**src/rtl/serial_logic_unit_pkg.sv**
```systemverilog
// rtl/serial_logic_unit_pkg.sv - opcodes, FSM states and helpers shared by the serial logic unit and its bench
package serial_logic_unit_pkg;

  localparam logic [2:0] OP_AND  = 3'd0;
  localparam logic [2:0] OP_NAND = 3'd1;
  localparam logic [2:0] OP_OR   = 3'd2;
  localparam logic [2:0] OP_NOR  = 3'd3;
  localparam logic [2:0] OP_XOR  = 3'd4;

  typedef enum logic [1:0] {
    ST_IDLE = 2'd0,
    ST_RUN  = 2'd1,
    ST_DONE = 2'd2
  } state_e;

  // Opcodes 5..7 have no operation behind them and are reported through op_err.
  function automatic logic is_legal_op(input logic [2:0] op);
    return (op <= OP_XOR);
  endfunction

endpackage

```
**src/rtl/serial_logic_unit_if.sv**
```systemverilog
// rtl/serial_logic_unit_if.sv - command/response bundle of the serial logic unit
interface serial_logic_unit_if #(
  parameter int WIDTH = 32
) ();

  logic             cmd_valid;
  logic             cmd_ready;
  logic [2:0]       cmd_op;
  logic [WIDTH-1:0] a;
  logic [WIDTH-1:0] b;
  logic             rsp_valid;
  logic             rsp_ready;
  logic [WIDTH-1:0] result;
  logic             carryout;
  logic             overflow;
  logic             zero;
  logic             op_err;

  // Requester side: issues commands, consumes responses.
  modport master (
    output cmd_valid, cmd_op, a, b, rsp_ready,
    input  cmd_ready, rsp_valid, result, carryout, overflow, zero, op_err
  );

  // Unit side: accepts commands, produces responses.
  modport slave (
    input  cmd_valid, cmd_op, a, b, rsp_ready,
    output cmd_ready, rsp_valid, result, carryout, overflow, zero, op_err
  );

endinterface

```
**src/rtl/serial_logic_unit_logic_slice.sv**
```systemverilog
// rtl/serial_logic_unit_logic_slice.sv - combinational SLICE-wide bitwise operator
module logic_slice
  import serial_logic_unit_pkg::*;
#(
  parameter int SLICE = 8
) (
  input  logic [2:0]       op,
  input  logic [SLICE-1:0] a,
  input  logic [SLICE-1:0] b,
  output logic [SLICE-1:0] y
);

  // Select the bitwise function; illegal opcodes yield zero.
  always_comb begin
    y = '0;
    case (op)
      OP_AND:  y = a & b;
      OP_NAND: y = ~(a & b);
      OP_OR:   y = a | b;
      OP_NOR:  y = ~(a | b);
      OP_XOR:  y = a ^ b;
      default: y = '0;
    endcase
  end

endmodule

```
**src/rtl/serial_logic_unit.sv**
```systemverilog
// rtl/serial_logic_unit.sv - bit-serial (slice-per-cycle) bitwise logic unit with valid/ready handshakes
module serial_logic_unit
  import serial_logic_unit_pkg::*;
#(
  parameter int WIDTH = 32,
  parameter int SLICE = 8
) (
  input  logic               clk,
  input  logic               reset_n,
  serial_logic_unit_if.slave bus
);

  localparam int N_SLICES = WIDTH / SLICE;
  localparam int CNT_W    = (N_SLICES > 1) ? $clog2(N_SLICES) : 1;
  localparam logic [CNT_W-1:0] LAST_SLICE = CNT_W'(N_SLICES - 1);

  state_e             state_q, state_d;
  logic [2:0]         op_q, op_d;
  logic [WIDTH-1:0]   a_q, a_d;
  logic [WIDTH-1:0]   b_q, b_d;
  logic [CNT_W-1:0]   cnt_q, cnt_d;
  logic [WIDTH-1:0]   result_q, result_d;
  logic               zero_q, zero_d;
  logic               err_q, err_d;

  logic [SLICE-1:0]   slice_a;
  logic [SLICE-1:0]   slice_b;
  logic [SLICE-1:0]   slice_y;

  // The single operator is fed the slice selected by the counter every RUN cycle.
  assign slice_a = a_q[int'(cnt_q)*SLICE +: SLICE];
  assign slice_b = b_q[int'(cnt_q)*SLICE +: SLICE];

  logic_slice #(
    .SLICE (SLICE)
  ) u_slice (
    .op (op_q),
    .a  (slice_a),
    .b  (slice_b),
    .y  (slice_y)
  );

  // Next-state and datapath update for the IDLE -> RUN -> DONE sequence.
  always_comb begin
    state_d  = state_q;
    op_d     = op_q;
    a_d      = a_q;
    b_d      = b_q;
    cnt_d    = cnt_q;
    result_d = result_q;
    zero_d   = zero_q;
    err_d    = err_q;
    case (state_q)
      ST_IDLE: begin
        if (bus.cmd_valid) begin
          op_d     = bus.cmd_op;
          a_d      = bus.a;
          b_d      = bus.b;
          cnt_d    = '0;
          result_d = '0;
          if (is_legal_op(bus.cmd_op)) begin
            state_d = ST_RUN;
            zero_d  = 1'b0;
            err_d   = 1'b0;
          end else begin
            // Illegal opcode: respond immediately with an all-zero result.
            state_d = ST_DONE;
            zero_d  = 1'b1;
            err_d   = 1'b1;
          end
        end
      end
      ST_RUN: begin
        result_d[int'(cnt_q)*SLICE +: SLICE] = slice_y;
        if (cnt_q == LAST_SLICE) begin
          // zero only reflects the complete word, so it is taken as the last slice lands.
          state_d = ST_DONE;
          zero_d  = (result_d == '0);
        end else begin
          cnt_d = cnt_q + CNT_W'(1);
        end
      end
      ST_DONE: begin
        if (bus.rsp_ready) begin
          state_d = ST_IDLE;
        end
      end
      default: begin
        state_d = ST_IDLE;
      end
    endcase
  end

  // State registers; reset discards any operation in flight.
  always_ff @(posedge clk or negedge reset_n) begin
    if (!reset_n) begin
      state_q  <= ST_IDLE;
      op_q     <= OP_AND;
      a_q      <= '0;
      b_q      <= '0;
      cnt_q    <= '0;
      result_q <= '0;
      zero_q   <= 1'b0;
      err_q    <= 1'b0;
    end else begin
      state_q  <= state_d;
      op_q     <= op_d;
      a_q      <= a_d;
      b_q      <= b_d;
      cnt_q    <= cnt_d;
      result_q <= result_d;
      zero_q   <= zero_d;
      err_q    <= err_d;
    end
  end

  assign bus.cmd_ready = (state_q == ST_IDLE);
  assign bus.rsp_valid = (state_q == ST_DONE);
  assign bus.result    = result_q;
  assign bus.zero      = zero_q;
  assign bus.op_err    = err_q;
  assign bus.carryout  = 1'b0;
  assign bus.overflow  = 1'b0;

endmodule

```
**src/flat_wrapper.sv**
```systemverilog
// flat-port wrapper written by rule: the top's interface ports become plain ports
module serial_logic_unit_flat import serial_logic_unit_pkg::*;
#(
  parameter int WIDTH = 32,
  parameter int SLICE = 8
)
  (clk, reset_n, bus_cmd_valid, bus_cmd_op, bus_a, bus_b, bus_rsp_ready, bus_cmd_ready, bus_rsp_valid, bus_result, bus_carryout, bus_overflow, bus_zero, bus_op_err);
  serial_logic_unit_if #(.WIDTH(WIDTH)) bus_i ();
  input  logic clk;
  input  logic reset_n;
  input wire logic [$bits(bus_i.cmd_valid)-1:0] bus_cmd_valid;
  input wire logic [$bits(bus_i.cmd_op)-1:0] bus_cmd_op;
  input wire logic [$bits(bus_i.a)-1:0] bus_a;
  input wire logic [$bits(bus_i.b)-1:0] bus_b;
  input wire logic [$bits(bus_i.rsp_ready)-1:0] bus_rsp_ready;
  output wire logic [$bits(bus_i.cmd_ready)-1:0] bus_cmd_ready;
  output wire logic [$bits(bus_i.rsp_valid)-1:0] bus_rsp_valid;
  output wire logic [$bits(bus_i.result)-1:0] bus_result;
  output wire logic [$bits(bus_i.carryout)-1:0] bus_carryout;
  output wire logic [$bits(bus_i.overflow)-1:0] bus_overflow;
  output wire logic [$bits(bus_i.zero)-1:0] bus_zero;
  output wire logic [$bits(bus_i.op_err)-1:0] bus_op_err;
  assign bus_i.cmd_valid = bus_cmd_valid;
  assign bus_i.cmd_op = bus_cmd_op;
  assign bus_i.a = bus_a;
  assign bus_i.b = bus_b;
  assign bus_i.rsp_ready = bus_rsp_ready;
  assign bus_cmd_ready = bus_i.cmd_ready;
  assign bus_rsp_valid = bus_i.rsp_valid;
  assign bus_result = bus_i.result;
  assign bus_carryout = bus_i.carryout;
  assign bus_overflow = bus_i.overflow;
  assign bus_zero = bus_i.zero;
  assign bus_op_err = bus_i.op_err;
  serial_logic_unit #(.WIDTH(WIDTH), .SLICE(SLICE)) u_core (.clk(clk), .reset_n(reset_n), .bus(bus_i));
endmodule
```
**config.mk**
```make
export PLATFORM = sky130hd
export DESIGN_NAME = serial_logic_unit_flat
export DESIGN_NICKNAME = d
export VERILOG_FILES = /design/src/rtl/serial_logic_unit_pkg.sv /design/src/rtl/serial_logic_unit_if.sv /design/src/rtl/serial_logic_unit_logic_slice.sv /design/src/rtl/serial_logic_unit.sv /design/src/flat_wrapper.sv
export SDC_FILE = /design/constraint.sdc
export NUM_CORES = 1
export LEC_CHECK = 0
export ABC_CLOCK_PERIOD_IN_PS = 2700
export CAP_MARGIN = 25
export CELL_PAD_IN_SITES_DETAIL_PLACEMENT = 1
export CELL_PAD_IN_SITES_GLOBAL_PLACEMENT = 1
export CORE_ASPECT_RATIO = 1.75
export CORE_MARGIN = 3
export CORE_UTILIZATION = 30
export CTS_CLUSTER_SIZE = 40
export DETAILED_ROUTE_END_ITERATION = 8
export GPL_TIMING_DRIVEN = 0
export PLACE_DENSITY_LB_ADDON = 0.25
export SETUP_SLACK_MARGIN = 0.02
export SYNTH_ARGS = -nofsm -noshare
export SYNTH_HDL_FRONTEND = slang
export SYNTH_HIERARCHICAL = 1
export SYNTH_SLANG_ARGS = --single-unit
export TNS_END_PERCENT = 30
```
**constraint.sdc**
```tcl
create_clock -name clk -period 2.7 [get_ports clk]
set_input_delay 0.81 -clock clk [delete_from_list [all_inputs] [get_ports clk]]
set_output_delay 0.81 -clock clk [all_outputs]
set_load 0.005 [all_outputs]
```
======== Word-level counts from Yosys, hierarchy flattened ========
Cells that the tools add are included.
cells by class
  bitwise gates (word level) .............. 5
  $lt $le $gt $ge ......................... 1
  reduce and logical (&&, ||, !) cells .... 9
  $add $sub $neg .......................... 2
  equal/unequal tests ..................... 11
  shift operators ......................... 4
  multiplexer cells ....................... 16
operator list
  kind                                                   count
  case mux 32 bit (2 select lines)                       1
  indexed part select 32 x 6 -> 8 bit                    2
  case mux 8 bit (5 select lines)                        1
  negator 5 -> 33 bit                                    1
  variable shift 8 x 33 -> 32 bit, first input constant  1
  indexed part select 8 x 33 -> 32 bit                   1
  bitwise mux 32 bit                                     1
  zero test 32 bit                                       1
  2-to-1 mux 32 bit                                      1
  inverter 8 bit                                         2
  2-to-1 mux 2 bit                                       6
  AND reduction 3 bit                                    3
  AND 8 bit                                              1
  bitwise OR 8 bit                                       1
  XOR 8 bit                                              1
  equality test 3 x 2 -> 1 bit, second input constant    2
  != test 2 bit, second input constant                   3
  case mux 2 bit (3 select lines)                        1
  equality test 2 bit, second input constant             2
  case mux 2 bit (2 select lines)                        1
  AND reduction 2 bit                                    2
  equality test 3 x 1 -> 1 bit, second input constant    1
  equality test 3 bit, second input constant             1
  less-or-equal comparator 3 bit, second input constant  1
  other kinds (8)                                        10
storage, ports and cells
  word-level logic and storage cells ...... 56
  output and inout port bits .............. 38
  bits in registers ....................... 105

======== Depth between registers and ports, before layout ========
  word-level depth ........................ 9
  mapped depth ............................ 13

======== Modules after synthesis ========
The synthesis kept the hierarchy.
modules (own cells, without submodules)
  module             cells each  seq. area each (um^2)  area an instance (um^2)  instances
  serial_logic_unit  321         2627.5                 4674.5                   1
  logic_slice        71          0.0                    606.8                    1

======== Least setup slack after synthesis ========
No wires, ideal clock.
  kind .................................... register to register
  from .................................... register u_core.cnt_q[0]
  to ...................................... register u_core.zero_q (netlist: u_core/bus.zero)
  clock period less this slack ............ 2.819 ns
  cell stages (with the launch flop) ...... 12
  library setup time ...................... 0.126 ns
  path buffers ............................ 2
  arrival time ............................ 2.692 ns
  slack ................................... -0.119 ns
  cell sequence ........................... dfrtp_1 > buf_4 > buf_4 > mux4_2 > ha_1 > xnor2_1 > o31ai_1 > inv_1 > nor4b_1 > mux2i_1 > nand4_1 > o21ai_0
between the ends
  cells in the longest elaborated chain, start to end .. 9
ends and longest elaborated chain
  element                                        RTL line                                                                  source
  start, declared                                serial_logic_unit.sv:21                                                   logic [CNT_W-1:0] cnt_q, cnt_d;
  start signal, assigned                         serial_logic_unit.sv:110                                                  cnt_q <= cnt_d;
  indexed part select 32 x 6 -> 8 bit (*)        serial_logic_unit.sv:31                                                   assign slice_a = a_q[int'(cnt_q)*SLICE +: SLICE];
  via u_core.slice_a[7]                          serial_logic_unit.sv:26                                                   logic [SLICE-1:0] slice_a;
  bitwise OR 8 bit or AND 8 bit (tied branches)  --
  inverter 8 bit, on equally long branches       serial_logic_unit_logic_slice.sv:20, serial_logic_unit_logic_slice.sv:18
  case mux 8 bit (5 select lines) (*)            serial_logic_unit_logic_slice.sv:16                                       case (op)
  via u_core.slice_y[7]                          serial_logic_unit.sv:28                                                   logic [SLICE-1:0] slice_y;
  indexed part select 8 x 33 -> 32 bit (*)       serial_logic_unit.sv:74                                                   result_d[int'(cnt_q)*SLICE +: SLICE] = slice_y;
  bitwise mux 32 bit (*)                         serial_logic_unit.sv:74
  zero test 32 bit (*)                           serial_logic_unit.sv:78                                                   zero_d = (result_d == '0);
  2-to-1 mux 1 bit (*)                           serial_logic_unit.sv:75                                                   if (cnt_q == LAST_SLICE) begin
  case mux 1 bit (2 select lines) (*)            serial_logic_unit.sv:53                                                   case (state_q)
  end signal, assigned                           serial_logic_unit.sv:112                                                  zero_q <= zero_d;
  end, declared                                  serial_logic_unit.sv:23                                                   logic zero_q, zero_d;
Mark *: on every way through the listed nets, which the timed path passes. The rest lies on a longest branch. The select of a mux whose other input is x is not followed.
A chain may end at the register's enable or synchronous reset.

======== Final worst setup path ========
  from .................................... register u_core.cnt_q[0]
  to ...................................... register u_core.zero_q (netlist: u_core/bus.zero)
between the ends
  cells in the longest elaborated chain, start to end .. 9
ends and longest elaborated chain
  element                                        RTL line                                                                  source
  indexed part select 32 x 6 -> 8 bit (*)        serial_logic_unit.sv:32                                                   assign slice_b = b_q[int'(cnt_q)*SLICE +: SLICE];
  via u_core.slice_b[4]                          serial_logic_unit.sv:27                                                   logic [SLICE-1:0] slice_b;
  bitwise OR 8 bit or AND 8 bit (tied branches)  --
  inverter 8 bit, on equally long branches       serial_logic_unit_logic_slice.sv:20, serial_logic_unit_logic_slice.sv:18
  case mux 8 bit (5 select lines) (*)            serial_logic_unit_logic_slice.sv:16
  via u_core.slice_y[4]                          serial_logic_unit.sv:28
  indexed part select 8 x 33 -> 32 bit (*)       serial_logic_unit.sv:74
  bitwise mux 32 bit (*)                         serial_logic_unit.sv:74
  zero test 32 bit (*)                           serial_logic_unit.sv:78
  2-to-1 mux 1 bit (*)                           serial_logic_unit.sv:75
  case mux 1 bit (2 select lines) (*)            serial_logic_unit.sv:53
Marks and branches as above.

==> flow_summary.toml <==
[run_status]
outcome = "finished, violations left"
violations = "setup timing"

[yosys]
synth-simple-area-share_pct = 5.45
synth_seq_area_share_pct = 49.8
synth-compound-area-share_pct = 10.0
synth_edf_count = 0
ys_async_sr_fraction_pct = 100
synthAdderAreaFrac_pct = 5.21
synth-main-ff-cell = "dfrtp_1"
yosys_warnings = 6
synth_cell_types = 43
ys_seq_elements = 105
synthXorXnorAreaFrac_pct = 2.65
synth_cells = 392
syn_avg_cell_area_sq_um = 13.5
synthMuxAreaShare_pct = 21.9
synth_top_family_by_area = "multiplexers"
netlist_area_sq_um = 5280

[power]
pwr-share-clk_pct = 13.7
pwr-share-seq_pct = 26.9
power_switching_uw = 3730
finalPower_uw = 9470
p_sw_share_pct = 39.4
power_density_nw_per_um2 = 1290
p_int_uw = 5740
p_leak_uw = 0.00301
p_comb_share_pct = 59.4
max-vdd-ir-drop_mv = 0.471

[setup_path]
r2r_slack_ns = -0.05
cp-end-kind = "flip-flop"
cp-start-kind = "flip-flop"
crit_arrival_ns = 3.02
cp_max_fo = 5
required_ns = 2.97
timing.rr.end = "u_core/bus.zero$_DFFE_PN0P_"
crit_path_start = "u_core/cnt_q[0]$_DFFE_PN0P_"
cp_slowest_cell = "mux4_2"
crit_family = "compound AO/OA/AOI/OAI gates"
cp-endpoint = "u_core/bus.zero$_DFFE_PN0P_"
cp.depth = 12
worst_r2r_path_depth = 12
path_cells = "buf_12, buf_8, mux4_2, inv_2, ha_4, a22oi_2, o31ai_4, nor3_2, nand3b_1, o21bai_1, nand4_1, o21ai_1"
critical_path.max_stage_delay_ns = 0.56
crit_buf_inv = 3
worstReg2RegStart = "u_core/cnt_q[0]$_DFFE_PN0P_"
worst-setup-path-type = "reg2reg"

[cells_and_area]
n_fill_cell = 1802
n_antenna_cell = 0
drive_above_1_share_pct = 32.8
nets = 618
final_cell_mix = "clkdlybuf4s50_1 (105), dfrtp_1 (104), mux2_2 (68), a22o_1 (30)"
stdcell_area_sq_um = 7320
final_common_cell = "clkdlybuf4s50_1"
fin_util_pct = 42.8
area_growth_pct = 38.5

[route]
detail_route.iter0.violations = 103
routedWlPerCell_um = 20.3
dr.pass1.iters = 6
vias = 3733
detail-route-antenna-nets = 0
drc = 0
viasPerCell = 4.93
wirelength_mm = 15.4

[global_route]
antenna_found_initial = 0
grt_pass1_wl_mm = 23.8
overflow = 0
grt_pass1_vias = 4183
grt_usage_pct = 16.2
grt_start_max_net_pins = 73

[run]
drv_cap = 0

[sta]
fin_crit_ns = 2.75
worstMarginPinSlew_ns = 0.894
skew_ns = 0.00983
finalHoldViolCount = 0
hold_ws_ns = 0.413
setup_slack_ns = -0.0516
relSlewSlack_pct = 39.8
fmax_mhz = 363
slew_violations = 0
rsz0062_at_grt = "true"
finalSetupViolCount = 1
period_share_pct = 102

[floorplanning]
die_h_um = 182
dieArea_sq_um = 19300
fp.dieW_um = 106
core_area_sq_um = 17100
start_util_pct = 30.9
io_pins = 109
rows = 63

[clock_tree]
cts_buffers = 9
clockRootBuffer = "clkbuf_16"
cts_buffer_depth = 2
htree_num_levels = 3
clock_sinks = 105
cts_tree = "done"
path_clk_slew_ns = 0.07
clk_latency_ns = 0.35
ctsHoldBuffers = 0

[worst_hold_path]
min_path_type = "in2async"

[placed_design]
place_congestion = 0.815
pre_cts_slack_ns = -1.17
dpl_cell_area_sq_um = 6670
io_buffers = 106
hpwlAfterDp_mm = 11.5
==> repair_timing <==
action                     in CTS  in global routing
cloned                          1                  0
pin swaps                       8                 11
gates resized for setup        41                  8
setup buffers                  10                  3
setup endpoints to repair      33                  3
==> layout make-up <==
type / count / area (sq um) / area share [%]
buffer: 23 / 220 / 3.01
clock buffer: 12 / 236 / 3.23
clock inverter: 4 / 53.8 / 0.735
inverter: 21 / 78.8 / 1.08
multi-input combinational: 244 / 2580 / 35.3
sequential: 105 / 2630 / 35.9
tap: 227 / 284 / 3.88
timing repair buffer: 121 / 1230 / 16.8
==> power by group through the flow <==
stage                     Sequential [uW]  Clock, uW  Combinational [uW]
after floorplan                      2460          0                3150
after global placement               2550          0                4340
after detailed placement             2590          0                4500
after CTS                            2560       1340                5450
after global routing                 2650       1410                6050
final                                2550       1300                5630
==> metrics by stage <==
stage                     TNS [ns]  std cells
final                      -0.0516        757
after global routing        -0.229        757
after CTS                   -0.107        754
after detailed placement    -18.53        727
after global placement     -345.28        726
after floorplan                  0        393
==> sequential cells by signal, indices dropped and copies added (netlist names) <==
signal	count
u_core/a_q	32
u_core/b_q	32
u_core/bus.op_err	1
u_core/bus.result	32
u_core/bus.zero	1
u_core/cnt_q	2
u_core/op_q	3
u_core/state_q	2
==> kinds of logic after synthesis <==
| group | after synthesis |
|---|---|
| DFF | 105 |
| xor gates and xnor gates | 16 |
| AOI/OAI and AO/OA | 70 |
| and+or+nand+nor | 47 |
| muxes | 87 |
| other | 1 |
| adders and majority gates | 22 |
| buffers and inverters | 44 |
==> worst reg2reg max path, cell delays in order (launching register included) <==
cell      delay (ns)
dfrtp_2         0.39
buf_12          0.14
buf_8           0.12
mux4_2          0.56
inv_2           0.12
ha_4            0.21
a22oi_2         0.24
o31ai_4         0.12
nor3_2          0.23
nand3b_1        0.13
o21bai_1        0.17
nand4_1         0.13
o21ai_1         0.14
==> worst min-delay path by stage <==
stage | startpoint | endpoint | cells past startpoint
after floorplan | u_core/a_q[16]$_DFFE_PN0P_ | u_core/a_q[16]$_DFFE_PN0P_ | 1
after global placement | u_core/b_q[30]$_DFFE_PN0P_ | u_core/b_q[30]$_DFFE_PN0P_ | 1
after detailed placement | u_core/a_q[7]$_DFFE_PN0P_ | u_core/a_q[7]$_DFFE_PN0P_ | 1
after CTS | reset_n | u_core/a_q[3]$_DFFE_PN0P_ | 1
after global routing | reset_n | u_core/bus.result[2]$_DFFE_PN0P_ | 1
final | reset_n | u_core/bus.result[6]$_DFFE_PN0P_ | 1
==> Yosys cell counts, drive strengths merged (6+ instances only) <==
library cell    n  area, sq um
a22o           30          263
ha             22          275
nor3            8         51.3
buf            22          178
nor2           11         46.3
mux4           16          360
a21oi          10         61.3
o31ai           9         67.6
xnor2          16          140
nand2           6         22.5
mux2           68          766
dfrtp         105         2630
inv            21         78.8
nor4            6         37.5
a22oi           8         60.1
==> metal layers <==
layer	vias up	GRT usage [%]	wire length, um
li1	1694	-	-
met1	1918	17.4	5500
met2	101	30.9	8900
met3	20	2.85	600
met4	0	5.86	353
met5	-	0	0
(Power assumes the default switching activity.)
